===== config.mk =====
export PLATFORM = sky130hd
export DESIGN_NAME = hazard_stall_ctrl
export DESIGN_NICKNAME = d
export VERILOG_FILES = /design/src/rtl/hazard_stall_ctrl.sv
export SDC_FILE = /design/constraint.sdc
export NUM_CORES = 1
export LEC_CHECK = 0
export BUFFER_PORTS_ARGS = -buffer_cell sky130_fd_sc_hd__buf_2
export CAP_MARGIN = 20
export CELL_PAD_IN_SITES_DETAIL_PLACEMENT = 0
export CELL_PAD_IN_SITES_GLOBAL_PLACEMENT = 2
export CORE_ASPECT_RATIO = 1.2
export CORE_MARGIN = 4
export CORE_UTILIZATION = 16
export CTS_CLUSTER_SIZE = 16
export DETAILED_ROUTE_END_ITERATION = 10
export HOLD_SLACK_MARGIN = 0.05
export PLACE_DENSITY_LB_ADDON = 0.08
export SLEW_MARGIN = 30
export SYNTH_ARGS = -nofsm -noshare
export SYNTH_HDL_FRONTEND = slang
export SYNTH_SLANG_ARGS = --single-unit
export TNS_END_PERCENT = 10

===== constraint.sdc =====
create_clock -name clk -period 1.5 [get_ports clk]
set_clock_uncertainty 0.05 [all_clocks]
set_input_delay 0.15 -clock clk [delete_from_list [all_inputs] [get_ports clk]]
set_output_delay 0.15 -clock clk [all_outputs]
set_load 0.02 [all_outputs]

===== src/rtl/hazard_stall_ctrl.sv =====
// Load-use hazard detection with a multi-cycle stall and branch flush for the 5-stage core.
// Outputs are combinational from state and inputs. Optional counters: define HAZARD_PERF_CNT_EN.
module hazard_stall_ctrl #(
    parameter int unsigned LOAD_STALL = 1,
    parameter logic [6:0]  OP_LOAD    = 7'b0000011
) (
    input  logic       clk,
    input  logic       rst,
    input  logic [6:0] ex_opcode,
    input  logic [4:0] ex_rd,
    input  logic       ex_we,
    input  logic [4:0] id_rs1,
    input  logic [4:0] id_rs2,
    input  logic       id_use_rs1,
    input  logic       id_use_rs2,
    input  logic       ex_branch_taken,
    output logic       pc_stall,
    output logic       ifid_stall,
    output logic       ifid_flush,
    output logic       idex_bubble,
    output logic       busy
`ifdef HAZARD_PERF_CNT_EN
    ,
    output logic [31:0] stall_cnt,
    output logic [31:0] flush_cnt
`endif
);

    typedef enum logic {IDLE, STALL} state_t;

    localparam bit         MULTI_CYCLE = (LOAD_STALL > 1);
    localparam logic [2:0] CNT_INIT    = 3'(LOAD_STALL - 1);

    state_t     state, state_nxt;
    logic [2:0] cnt, cnt_nxt;
    logic       hazard;

    assign hazard = (ex_opcode == OP_LOAD) && ex_we && (ex_rd != 5'd0) &&
                    ((id_use_rs1 && (id_rs1 == ex_rd)) ||
                     (id_use_rs2 && (id_rs2 == ex_rd)));

    always_ff @(posedge clk) begin
        if (rst) begin
            state <= IDLE;
            cnt   <= 3'd0;
        end else begin
            state <= state_nxt;
            cnt   <= cnt_nxt;
        end
    end

    // The bubble pushes the load out of EX, so the remaining stall cycles are counted, not re-detected.
    always_comb begin
        state_nxt = state;
        cnt_nxt   = cnt;
        if (ex_branch_taken) begin
            state_nxt = IDLE;
            cnt_nxt   = 3'd0;
        end else begin
            case (state)
                IDLE: begin
                    if (hazard && MULTI_CYCLE) begin
                        state_nxt = STALL;
                        cnt_nxt   = CNT_INIT;
                    end
                end
                STALL: begin
                    if (cnt <= 3'd1) begin
                        state_nxt = IDLE;
                        cnt_nxt   = 3'd0;
                    end else begin
                        cnt_nxt = cnt - 3'd1;
                    end
                end
                default: begin
                    state_nxt = IDLE;
                    cnt_nxt   = 3'd0;
                end
            endcase
        end
    end

    always_comb begin
        pc_stall    = 1'b0;
        ifid_stall  = 1'b0;
        ifid_flush  = 1'b0;
        idex_bubble = 1'b0;
        busy        = 1'b0;
        if (!rst) begin
            busy = (state == STALL);
            if (ex_branch_taken) begin
                ifid_flush  = 1'b1;
                idex_bubble = 1'b1;
            end else if ((state == STALL) || hazard) begin
                pc_stall    = 1'b1;
                ifid_stall  = 1'b1;
                idex_bubble = 1'b1;
            end
        end
    end

`ifdef HAZARD_PERF_CNT_EN
    always_ff @(posedge clk) begin
        if (rst) begin
            stall_cnt <= 32'd0;
            flush_cnt <= 32'd0;
        end else begin
            stall_cnt <= stall_cnt + 32'(pc_stall);
            flush_cnt <= flush_cnt + 32'(ifid_flush);
        end
    end
`endif

endmodule

; ---- After elaboration in Yosys (flattened, before gate mapping)
; Cells that the tools add are included.
[classes]
add_sub_neg = 1
magnitude_cmp = 1
n_eq_ne = 3
mux = 10
bitwise_logic = 1
reduce_logical = 10
[ops]
columns = cell, count
row1 = $eq 5x5->1, 2
row2 = $mux 1, 9
row3 = $eq 7x2->1 const B, 1
row4 = $logic_and 1x1->1, 5
row5 = $reduce_bool 5->1, 1
row6 = $le 3x1->1 const B, 1
row7 = $mux 3, 1
row8 = $reduce_or 3->1, 1
row9 = $sub 3x1->3 const B, 1
row10 = $logic_or 1x1->1, 2
row11 = $reduce_or 2->1, 1
row12 = $not 1->1, 1
[word_totals]
register_bits = 4
in_bits = 28
output_inout_bits = 5
word_cells = 28

; ---- Logic depth before layout (Yosys ltp)
; Gate-level depths: netlist (run 1).
[depth]
ltp_word = 8
mapped_depth = 6
ltp_nobuf = 6

; ---- Worst setup path before layout (run 1)
; Ideal clock, no wire load.
[synth_path]
kind = input -> output
from = input ex_opcode[5]
to = output pc_stall
arrival_time_ns = 1.674
t_required_ns = 1.300
slack_ns = -0.374
path_stages = 5
path_buffers = 1
path_cell_list = or4b_1 > nor3b_2 > nand4_1 > o31ai_2 > buf_4
[synth_between]
elab_chain_cells = 8
[synth_lines]
columns = item, line
row1 = from (decl), 9  ; input logic [6:0] ex_opcode,
row2 = $eq 7x2->1, 38  ; assign hazard = (ex_opcode == OP_LOAD) && ex_we && (ex_rd != 5'd0) &&
row3 = $logic_and 1x1->1 (3 in series), 38
row4 = $logic_or 1x1->1, 94  ; end else if ((state == STALL) || hazard) begin
row5 = $mux 1 (3 in series), --
row6 = to (decl), 17  ; output logic pc_stall,
; No other way between the ends.

; ---- Final worst setup path (run 1)
[layout_path]
from = input ex_opcode[5]
to = output pc_stall
[layout_between]
elab_chain_cells = 8
[layout_lines]
columns = item, line
row1 = $eq 7x2->1, 38
row2 = $logic_and 1x1->1 (3 in series), 38
row3 = $logic_or 1x1->1, 94
row4 = $mux 1, 94
row5 = $mux 1, 91  ; if (ex_branch_taken) begin
row6 = $mux 1, 89  ; if (!rst) begin
; No other way between the ends.

==> results of run 1 <==
sequential cells by signal, indices dropped and copies added, names as in the netlist:
name	flops
cnt	3
state	1
cells in the final DEF, fill, tap and decap left out, types with 2 or more instances in the layout:
cell type   n
buf_4       7
xnor2_1     2
nor4_1      2
clkbuf_4    3
nor2_1      3
ha_1        2
nor3_1      5
buf_2      30
inv_1       2
nand2_1     2
dfxtp_1     4
xor2_1      8
per-layer routing:
layer | GRT usage | up-vias
met5 | 0 | -
met3 | 0.0167 | 2
met4 | 0.0479 | 0
met1 | 0.0660 | 211
li1 | - | 246
met2 | 0.153 | 13
cell families (layout without fill, tap and decap cells):
family	Yosys count	in the layout
DFF	4	4
and+or+nand+nor	20	20
muxes	1	1
adders and majority gates	2	2
buffers and inverters	3	42
AOI/OAI and AO/OA	7	7
xor gates and xnor gates	10	10
per-stage QoR:
stage | instance area (um^2) | util | total power, W
final | 667 | 0.286 | 0.000339
after global routing | 667 | 0.286 | 0.000359
after CTS | 667 | 0.286 | 0.000346
after detailed placement | 639 | 0.274 | 0.000204
after global placement | 639 | 0.274 | 0.000205
after floorplan | 414 | - | 0.000142
area by class of cell:
class / instances / area [um^2]
timing repair buffer: 37 / 203
tap: 31 / 38.8
fill: 280 / 1660
multi-input combinational: 40 / 315
sequential: 4 / 80.1
inverter: 2 / 7.51
clock buffer: 3 / 22.5
path summary, 6_finish.rpt:
check / startpoint / endpoint / slack, ns / cells past startpoint
min: ex_branch_taken / cnt[0] / 0.14 / 2
min reg2reg: cnt[2] / cnt[2] / 0.48 / 2
max: ex_opcode[5] / pc_stall / -0.24 / 6
max reg2reg: cnt[1] / cnt[0] / 0.13 / 6
power groups by stage:
stage                     registers, W  logic (W)  clock network [W]
after detailed placement      0.000109  0.0000959                  0
final                         0.000107  0.0000947           0.000137
after global routing          0.000107   0.000104           0.000148
after CTS                     0.000107  0.0000963           0.000142
after floorplan               0.000109  0.0000335                  0
after global placement        0.000109  0.0000968                  0
timing repair:
action / 4_1_cts / 5_1_grt
pin swaps: 0 / 2
cloned: 0 / 0
setup buffers: 0 / 0
setup endpoints to repair: 3 / 5
resized for setup: 2 / 1
==> results.sh, run 1 <==
export IMPL_synth_enable_flop_cells=0
export IMPL_antenna_found_initial=0
export IMPL_static_leakage_power_nw=0.299
export IMPL_cp_slowest_cell="or4b_4"
export IMPL_hold_ws_ns=0.140
export IMPL_route_met2_wl_um=740
export IMPL_xor_xnor_cell_area_share_of_the_yosys_netlist=0.220
export IMPL_final_setup_tns_ns=-0.663
export IMPL_cp_buffers_inverters=2
export IMPL_max_clock_path_buffers=2
export IMPL_p_sw_frac=0.264
export IMPL_area_growth_synth_to_final_pct=67.6
export IMPL_critical_path_arrival_ns=1.54
export IMPL_die_area_um2=3350
export IMPL_synthAdderAreaFrac=0.0629
export IMPL_grt_first_pass_wirelength_um=1900
export IMPL_detailedPlace_worstSlack_ns=-0.266
export IMPL_cts_sinks=4
export IMPL_yosysSeqAreaShare=0.201
export IMPL_clock_tree_root_cell="clkbuf_4"
export IMPL_slew_margin_rel=0.742
export IMPL_setup_viol_count_final=3
export IMPL_numPortBuffers=32
export IMPL_routed_via_count=472
export IMPL_tightest_slew_ns=0.388
export IMPL_clock_latency_ns=0.24
export IMPL_die_height_um=62.6
export IMPL_post_synth_top_area_cell="dfxtp_1"
export IMPL_grt_setup_unrepaired="yes"
export IMPL_final_layout_size_suffix_gt1_frac=0.558
export IMPL_cp_required_ns=1.30
export IMPL_drt_met1_wl_um=465
export IMPL_ir_worst_vdd_mv=0.113
export IMPL_period_share=1.16
export IMPL_cpLargestDelayFamily="simple AND/OR/NAND/NOR gates"
export IMPL_postSynthCellCount=47
export IMPL_synth_cells_most_frequent="xor2_1, nor3_1, dfxtp_1, nor2_1"
export IMPL_power_sequential_fraction=0.316
export IMPL_grt_ovfl_total=0
export IMPL_vias_per_inst=4.03
export IMPL_cts_clk_slew_worst_paths_ns=0.04
export IMPL_design_core_area_um2=2330
export IMPL_synthMuxAreaShare=0.0283
export IMPL_routed_wl_met3_um=58
export IMPL_post_synth_top_count_cell="xor2_1"
export IMPL_timing_fmax_mhz=575
export IMPL_postSynthRegisterBits=4
export IMPL_synth_compound_area_frac=0.138
export IMPL_route_antenna_remaining_nets=0
export IMPL_routedWlPerCell_um=11.0
export IMPL_post_cts_hold_buffer_count=0
export IMPL_power_frac_comb=0.280
export IMPL_sort_of_element_at_the_end_of_the_critical_path="output port"
export IMPL_top_layer="met4"
export IMPL_finalWirelength_um=1290
export IMPL_cts_tree="yes"
export IMPL_synth_main_ff_cell="dfxtp_1"
export IMPL_cpPeakStageDelay_ns=0.52
export IMPL_ys_types=25
export IMPL_drv_slew=0
export IMPL_critical_path_max_fanout=2
export IMPL_power_clock_fraction=0.404
export IMPL_synth_area_per_cell_um2=8.47
export IMPL_synth_top_cell_area_share=0.201
export IMPL_status="finished with violations"
export IMPL_report_final_hold_viol_count=0
export IMPL_antenna_diode_count=0
export IMPL_yosys_area_share_simple=0.311
export IMPL_max_cap_violations=0
export IMPL_min_path_type="in -> reg"
export IMPL_gr_usage_all_layers=0.0787
export IMPL_synth_cell_area_um2=398
export IMPL_tritoncts_num_buffers=3
export IMPL_crit_path_start_kind="input pin"
export IMPL_grt_pass1_vias=497
export IMPL_boundaryPins=33
export IMPL_worstPathCellList="buf_2 > or4b_4 > nor3b_2 > nand4_1 > o31ai_4 > buf_4"
export IMPL_leading_cell_types_by_total_area_after_synthesis="dfxtp_1, xor2_1, ha_1"
export IMPL_hpwl_um=1120
export IMPL_p_switching_w=0.0000895
export IMPL_synth_top_family_by_area="simple AND/OR/NAND/NOR gates"
export IMPL_power_density_cell_area_nw_per_um2=508
export IMPL_htree_levels=1
export IMPL_finalWorstPathRequiredPeriod_ns=1.74
export IMPL_synth_async_reset_ratio=0
export IMPL_layout_nets=118
export IMPL_numPlacedInstances=114
export IMPL_yosysWarnings=0
export IMPL_syn_num_nets=77
export IMPL_p_int_w=0.000249
export IMPL_fp_dieW_um=53.5
export IMPL_fin_ws_ns=-0.240
export IMPL_num_rows=19
export IMPL_drt_pass1_iterations=2
export IMPL_place_congestion=0.679
export IMPL_post_detailed_route_drc_marker_count=0
export IMPL_dr_first_iter_drc_count=3
export IMPL_final_cells=117
export IMPL_worstSetupPathType="in -> out"
export IMPL_initial_core_util=0.171
export IMPL_violations="negative setup slack"
export IMPL_grt_start_max_net_pins=8
(Power assumes the default switching activity.)
==> run 2: changes to the inputs <==
Settings changed: BUFFER_PORTS_ARGS -buffer_cell sky130_fd_sc_hd__buf_2 to not set, CORE_MARGIN 4 to 3, CORE_UTILIZATION 16 to 25, DONT_BUFFER_PORTS set to 1.
==> run 2 against run 1 <==
  * The run ends with negative hold slack, negative setup slack left
  * Clock power down 7%
  * Critical path depth is 1 lower
  * Global-route usage grew 1.2 points
  * Sequential share of layout area rose by 4.1 points
  * Hold slack got worse by 0.20 ns
  * Worst setup slack gained 0.11 ns
  * Sequential cell count stayed put
  * Die area shrank 37%
  * Critical path type unchanged
==> results.sh, run 2 (synthesis results as in run 1) <==
export IMPL_status="finished with violations"
export IMPL_violations="negative hold slack, negative setup slack"
export IMPL_slew_margin_rel=0.689
export IMPL_finalWorstPathRequiredPeriod_ns=1.63
export IMPL_route_antenna_remaining_nets=0
export IMPL_timing_fmax_mhz=615
export IMPL_fp_dieW_um=42.4
export IMPL_grt_ovfl_total=0
export IMPL_fin_ws_ns=-0.126
export IMPL_routedWlPerCell_um=13.0
export IMPL_hpwl_um=818
export IMPL_max_cap_violations=0
export IMPL_rr_startpoint="cnt[1]"
export IMPL_postLayoutCoreUtil=0.339
export IMPL_tritoncts_num_buffers=3
export IMPL_sort_of_element_at_the_end_of_the_critical_path="output port"
export IMPL_area_growth_synth_to_final_pct=24.8
export IMPL_ir_worst_vdd_mv=0.182
export IMPL_cp_required_ns=1.30
export IMPL_grt_start_max_net_pins=8
export IMPL_finalWirelength_um=911
export IMPL_num_rows=15
export IMPL_report_final_hold_viol_count=4
export IMPL_worstPathCellList="or4b_4 > nor3b_2 > nand4_1 > o31ai_4 > buf_12"
export IMPL_hold_ws_ns=-0.0594
export IMPL_min_delay_start="ex_branch_taken"
export IMPL_static_leakage_power_nw=0.168
export IMPL_initial_core_util=0.272
export IMPL_grt_pass1_vias=386
export IMPL_vias_per_inst=5.26
export IMPL_clock_tree_root_cell="clkbuf_4"
export IMPL_drv_slew=0
export IMPL_cpPeakStageDelay_ns=0.52
export IMPL_detailedPlace_worstSlack_ns=-0.170
export IMPL_gr_usage_all_layers=0.0909
export IMPL_r2r_setup_slack_ns=0.11
export IMPL_cp_slowest_cell="or4b_4"
export IMPL_max_clock_path_buffers=2
export IMPL_setup_viol_count_final=3
export IMPL_cts_sinks=4
export IMPL_cts_tree="yes"
export IMPL_boundaryPins=33
export IMPL_setup_worst_path_start="ex_opcode[5]"
export IMPL_final_fill_count=156
export IMPL_grt_setup_unrepaired="yes"
export IMPL_antenna_found_initial=0
export IMPL_die_area_um2=2110
export IMPL_number_of_flip_flops_under_the_largest_register_name=3
export IMPL_biggestRegsByFlops="cnt: 3 flops, state: 1 flops"
export IMPL_routed_via_count=368
export IMPL_drt_pass1_iterations=2
export IMPL_grt_first_pass_wirelength_um=1430
export IMPL_most_common_layout_cells="xor2_1, nor3_1, dfxtp_1, nor2_1, clkbuf_4"
export IMPL_post_detailed_route_drc_marker_count=0
export IMPL_final_layout_size_suffix_gt1_frac=0.283
export IMPL_antenna_diode_count=0
export IMPL_design_core_area_um2=1460
export IMPL_numPortBuffers=0
export IMPL_htree_levels=1
export IMPL_period_share=1.08
export IMPL_critical_path_max_fanout=2
export IMPL_crit_path_start_kind="input pin"
export IMPL_largest_register="cnt"
export IMPL_min_path_type="in -> reg"
export IMPL_power_density_cell_area_nw_per_um2=558
export IMPL_mostFrequentLayoutCell="xor2_1"
export IMPL_cts_clk_slew_worst_paths_ns=0.03
export IMPL_postCtsSetupRepairBufs=0
export IMPL_tightest_slew_ns=0.465
export IMPL_worstSetupPathType="in -> out"
export IMPL_die_height_um=49.7
export IMPL_dr_first_iter_drc_count=1
export IMPL_clock_latency_ns=0.23
export IMPL_place_congestion=0.701
export IMPL_critical_path_arrival_ns=1.43
export IMPL_layout_nets=85
==> run 2: per-stage QoR <==
step,total power (W),area (um^2),TNS [ns],cells
2_1_floorplan,0.000142,414,-0.519,47
3_3_place_gp,0.000146,459,-0.311,66
3_5_place_dp,0.000148,459,-0.404,66
4_1_cts,0.000281,482,-0.362,69
5_1_grt,0.000289,497,-0.535,70
6_report,0.000277,497,-0.312,70
==> run 2: layer usage <==
layer | part of all wire | GRT usage
met1 | 0.31 | 0.0788
met2 | 0.56 | 0.160
met3 | 0.12 | 0.0328
met4 | 0.013 | 0.0777
met5 | 0 | 0
==> run 2: area by class of cell <==
type | count | area (um^2) | area share
Clock buffer | 3 | 22.5 | 0.0453
Inverter | 2 | 7.51 | 0.0151
Multi-Input combinational cell | 40 | 320 | 0.645
Sequential cell | 4 | 80.1 | 0.161
Tap cell | 17 | 21.3 | 0.0428
Timing Repair Buffer | 4 | 45.0 | 0.0907
==> run 2: final timing paths <==
kind,cells after the start,endpoint
max,5,pc_stall
min,1,cnt[0]
max reg2reg,6,cnt[0]
min reg2reg,2,cnt[2]
==> run 2: critical path: cells and delay by family <==
family | cells | cell delay, ns
simple gates | 3 | 0.82
compound gates | 1 | 0.29
buf+inv | 1 | 0.16
==> run 2: report_power, final <==
| part | switching, W | internal, W |
|---|---|---|
| logic | 0.0000181 | 0.0000241 |
| registers | 0 | 0.000107 |
| clock network | 0.0000387 | 0.0000891 |
==> run 2: timing repair <==
item / CTS / global route
gates resized for setup: 1 / 1
endpoints found under the hold margin: 4 / 4
setup endpoints to repair: 4 / 4
pin swaps: 1 / 0
==> run 3: changes to the inputs <==
Settings changed: ABC_AREA set to 1, CORE_UTILIZATION 25 to 22.
==> run 3 against run 2 <==
  * Largest cell class unchanged
  * Critical endpoint unchanged
  * Via count grew 39%
  * The run now ends clean
  * Combinational power up 46%
  * Critical path depth unchanged
  * Critical path type is now reg -> out
==> results.sh, run 3 <==
export IMPL_gr_usage_all_layers=0.0871
export IMPL_critical_path_arrival_ns=1.14
export IMPL_cts_clk_slew_worst_paths_ns=0.03
export IMPL_cts_sinks=4
export IMPL_vias_per_inst=3.95
export IMPL_power_frac_comb=0.208
export IMPL_critical_path_max_fanout=3
export IMPL_finalWirelength_um=1150
export IMPL_synth_cell_area_um2=492
export IMPL_drt_met1_wl_um=558
export IMPL_final_layout_size_suffix_gt1_frac=0.180
export IMPL_max_cap_violations=0
export IMPL_tritoncts_num_buffers=3
export IMPL_grt_pass1_vias=479
export IMPL_die_area_um2=2840
export IMPL_mostFrequentLayoutCell="nand2_1"
export IMPL_p_int_w=0.000221
export IMPL_fp_dieW_um=49.2
export IMPL_hpwl_um=1030
export IMPL_synth_cells_most_frequent="nand2_1, inv_1, nor2_1, inv_2, nand3_1"
export IMPL_power_clock_fraction=0.430
export IMPL_design_power_total_w=0.000296
export IMPL_most_common_layout_cells="nand2_1, inv_1, nor2_1, inv_2, nand3_1"
export IMPL_boundaryPins=33
export IMPL_timing_fmax_mhz=745
export IMPL_largest_register="cnt"
export IMPL_ys_types=19
export IMPL_synth_enable_flop_cells=0
export IMPL_yosysSeqAreaShare=0.163
export IMPL_postSynthRegisterBits=4
export IMPL_cp_required_ns=1.30
export IMPL_sort_of_element_at_the_end_of_the_critical_path="output port"
export IMPL_post_synth_top_count_cell="nand2_1"
export IMPL_synth_main_ff_cell="dfxtp_1"
export IMPL_synth_async_reset_ratio=0
export IMPL_static_leakage_power_nw=0.312
export IMPL_numPortBuffers=0
export IMPL_area_growth_synth_to_final_pct=15.8
export IMPL_htree_levels=1
export IMPL_route_antenna_remaining_nets=0
export IMPL_report_final_hold_viol_count=0
export IMPL_tightest_slew_ns=0.266
export IMPL_synth_area_per_cell_um2=5.18
export IMPL_post_detailed_route_drc_marker_count=0
export IMPL_routed_wl_met3_um=76
export IMPL_synth_top_cell_area_share=0.252
export IMPL_drt_pass1_iterations=4
export IMPL_grt_start_max_net_pins=6
export IMPL_design_core_area_um2=2090
export IMPL_postCtsResizedCells=0
export IMPL_setup_viol_count_final=0
export IMPL_numPlacedInstances=127
export IMPL_drv_slew=0
export IMPL_ir_worst_vdd_mv=0.139
export IMPL_hold_ws_ns=0.0739
export IMPL_finalWorstPathRequiredPeriod_ns=1.34
export IMPL_number_of_flip_flops_under_the_largest_register_name=3
export IMPL_post_synth_top_area_cell="nand2_1"
export IMPL_p_sw_frac=0.252
export IMPL_routedWlPerCell_um=8.85
export IMPL_postSynthCellCount=95
export IMPL_final_cells=130
export IMPL_syn_num_nets=125
export IMPL_clock_tree_root_cell="clkbuf_4"
export IMPL_grt_ovfl_total=0
export IMPL_postCtsSetupRepairBufs=0
export IMPL_post_cts_hold_buffer_count=0
export IMPL_dr_first_iter_drc_count=10
export IMPL_yosysWarnings=0
export IMPL_grt_first_pass_wirelength_um=1950
export IMPL_antenna_found_initial=0
export IMPL_num_rows=18
export IMPL_place_congestion=0.683
export IMPL_final_setup_tns_ns=0
export IMPL_antenna_diode_count=0
export IMPL_routed_via_count=513
export IMPL_min_path_type="in -> reg"
export IMPL_clock_latency_ns=0.23
export IMPL_leading_cell_types_by_total_area_after_synthesis="nand2_1, dfxtp_1, inv_1"
export IMPL_p_switching_w=0.0000744
export IMPL_slew_margin_rel=0.822
export IMPL_max_clock_path_buffers=2
export IMPL_initial_core_util=0.235
export IMPL_route_met2_wl_um=516
export IMPL_period_share=0.895
export IMPL_biggestRegsByFlops="cnt: 3 flops, state: 1 flops"
export IMPL_layout_nets=132
export IMPL_cts_tree="yes"
export IMPL_grt_setup_unrepaired="no"
export IMPL_die_height_um=57.8
export IMPL_power_density_cell_area_nw_per_um2=520
export IMPL_worstSetupPathType="reg -> out"
export IMPL_power_sequential_fraction=0.362
export IMPL_crit_path_start_kind="register"
export IMPL_top_layer="met3"
export IMPL_status="completed"
run 3: changes by cell type in the layout (fill, tap and decap cells not counted), sizes merged, moves of 3 or more:
| cell | before | now |
|---|---|---|
| nand3 | 0 | 5 |
| nor2 | 3 | 15 |
| xor2 | 8 | 1 |
| nor3 | 5 | 2 |
| nand2 | 2 | 35 |
| inv | 2 | 23 |
run 3: critical path, stage by stage (launching register included):
cell	delay, ns
dfxtp_1	0.34
inv_1	0.09
nor2_2	0.10
inv_1	0.07
a21oi_2	0.12
buf_4	0.18
run 3: logic make-up (layout without fill, tap and decap cells):
family,count (synthesis),after routing,synth area share
compound gates,5,5,0.0687
fa+ha+maj,2,2,0.0509
buf+inv,24,29,0.191
xor+xnor,1,1,0.0178
flops,4,4,0.163
simple gates,59,59,0.509
run 3: per-stage QoR:
step	worst slack [ns]	util	area, um^2
after floorplan	0.113	-	494
after global placement	0.344	0.261	547
after detailed placement	0.295	0.261	547
after CTS	0.164	0.272	569
after global routing	0.109	0.272	569
final	0.157	0.272	569
run 3: area by class of cell:
type	count	area, um^2
Inverter	23	86.3
Sequential cell	4	80.1
Clock buffer	3	22.5
Timing Repair Buffer	3	22.5
Fill cell	252	1530
Multi-Input combinational cell	67	320
Tap cell	30	37.5
run 3: power by group through the flow:
stage	logic, W	clock network [W]	registers (W)
2_1_floorplan	0.0000523	0	0.000109
3_3_place_gp	0.0000626	0	0.000109
3_5_place_dp	0.0000631	0	0.000109
4_1_cts	0.0000634	0.000134	0.000107
5_1_grt	0.0000753	0.000145	0.000107
6_report	0.0000616	0.000127	0.000107
run 3: path summary, 6_finish.rpt:
path                                      start        to  slack [ns]  depth (start not counted)
worst max-delay path                      state  pc_stall        0.16                          5
worst min-delay path            ex_branch_taken    cnt[2]        0.07                          3
worst max register to register           cnt[1]    cnt[1]        0.30                          6
worst min register to register           cnt[1]    cnt[1]        0.45                          2
run 3: metal layers:
| layer | vias up | global-route usage |
|---|---|---|
| met5 | - | 0 |
| met4 | 0 | 0.0488 |
| met3 | 0 | 0.0180 |
| met2 | 18 | 0.134 |
| met1 | 206 | 0.113 |
| li1 | 289 | - |
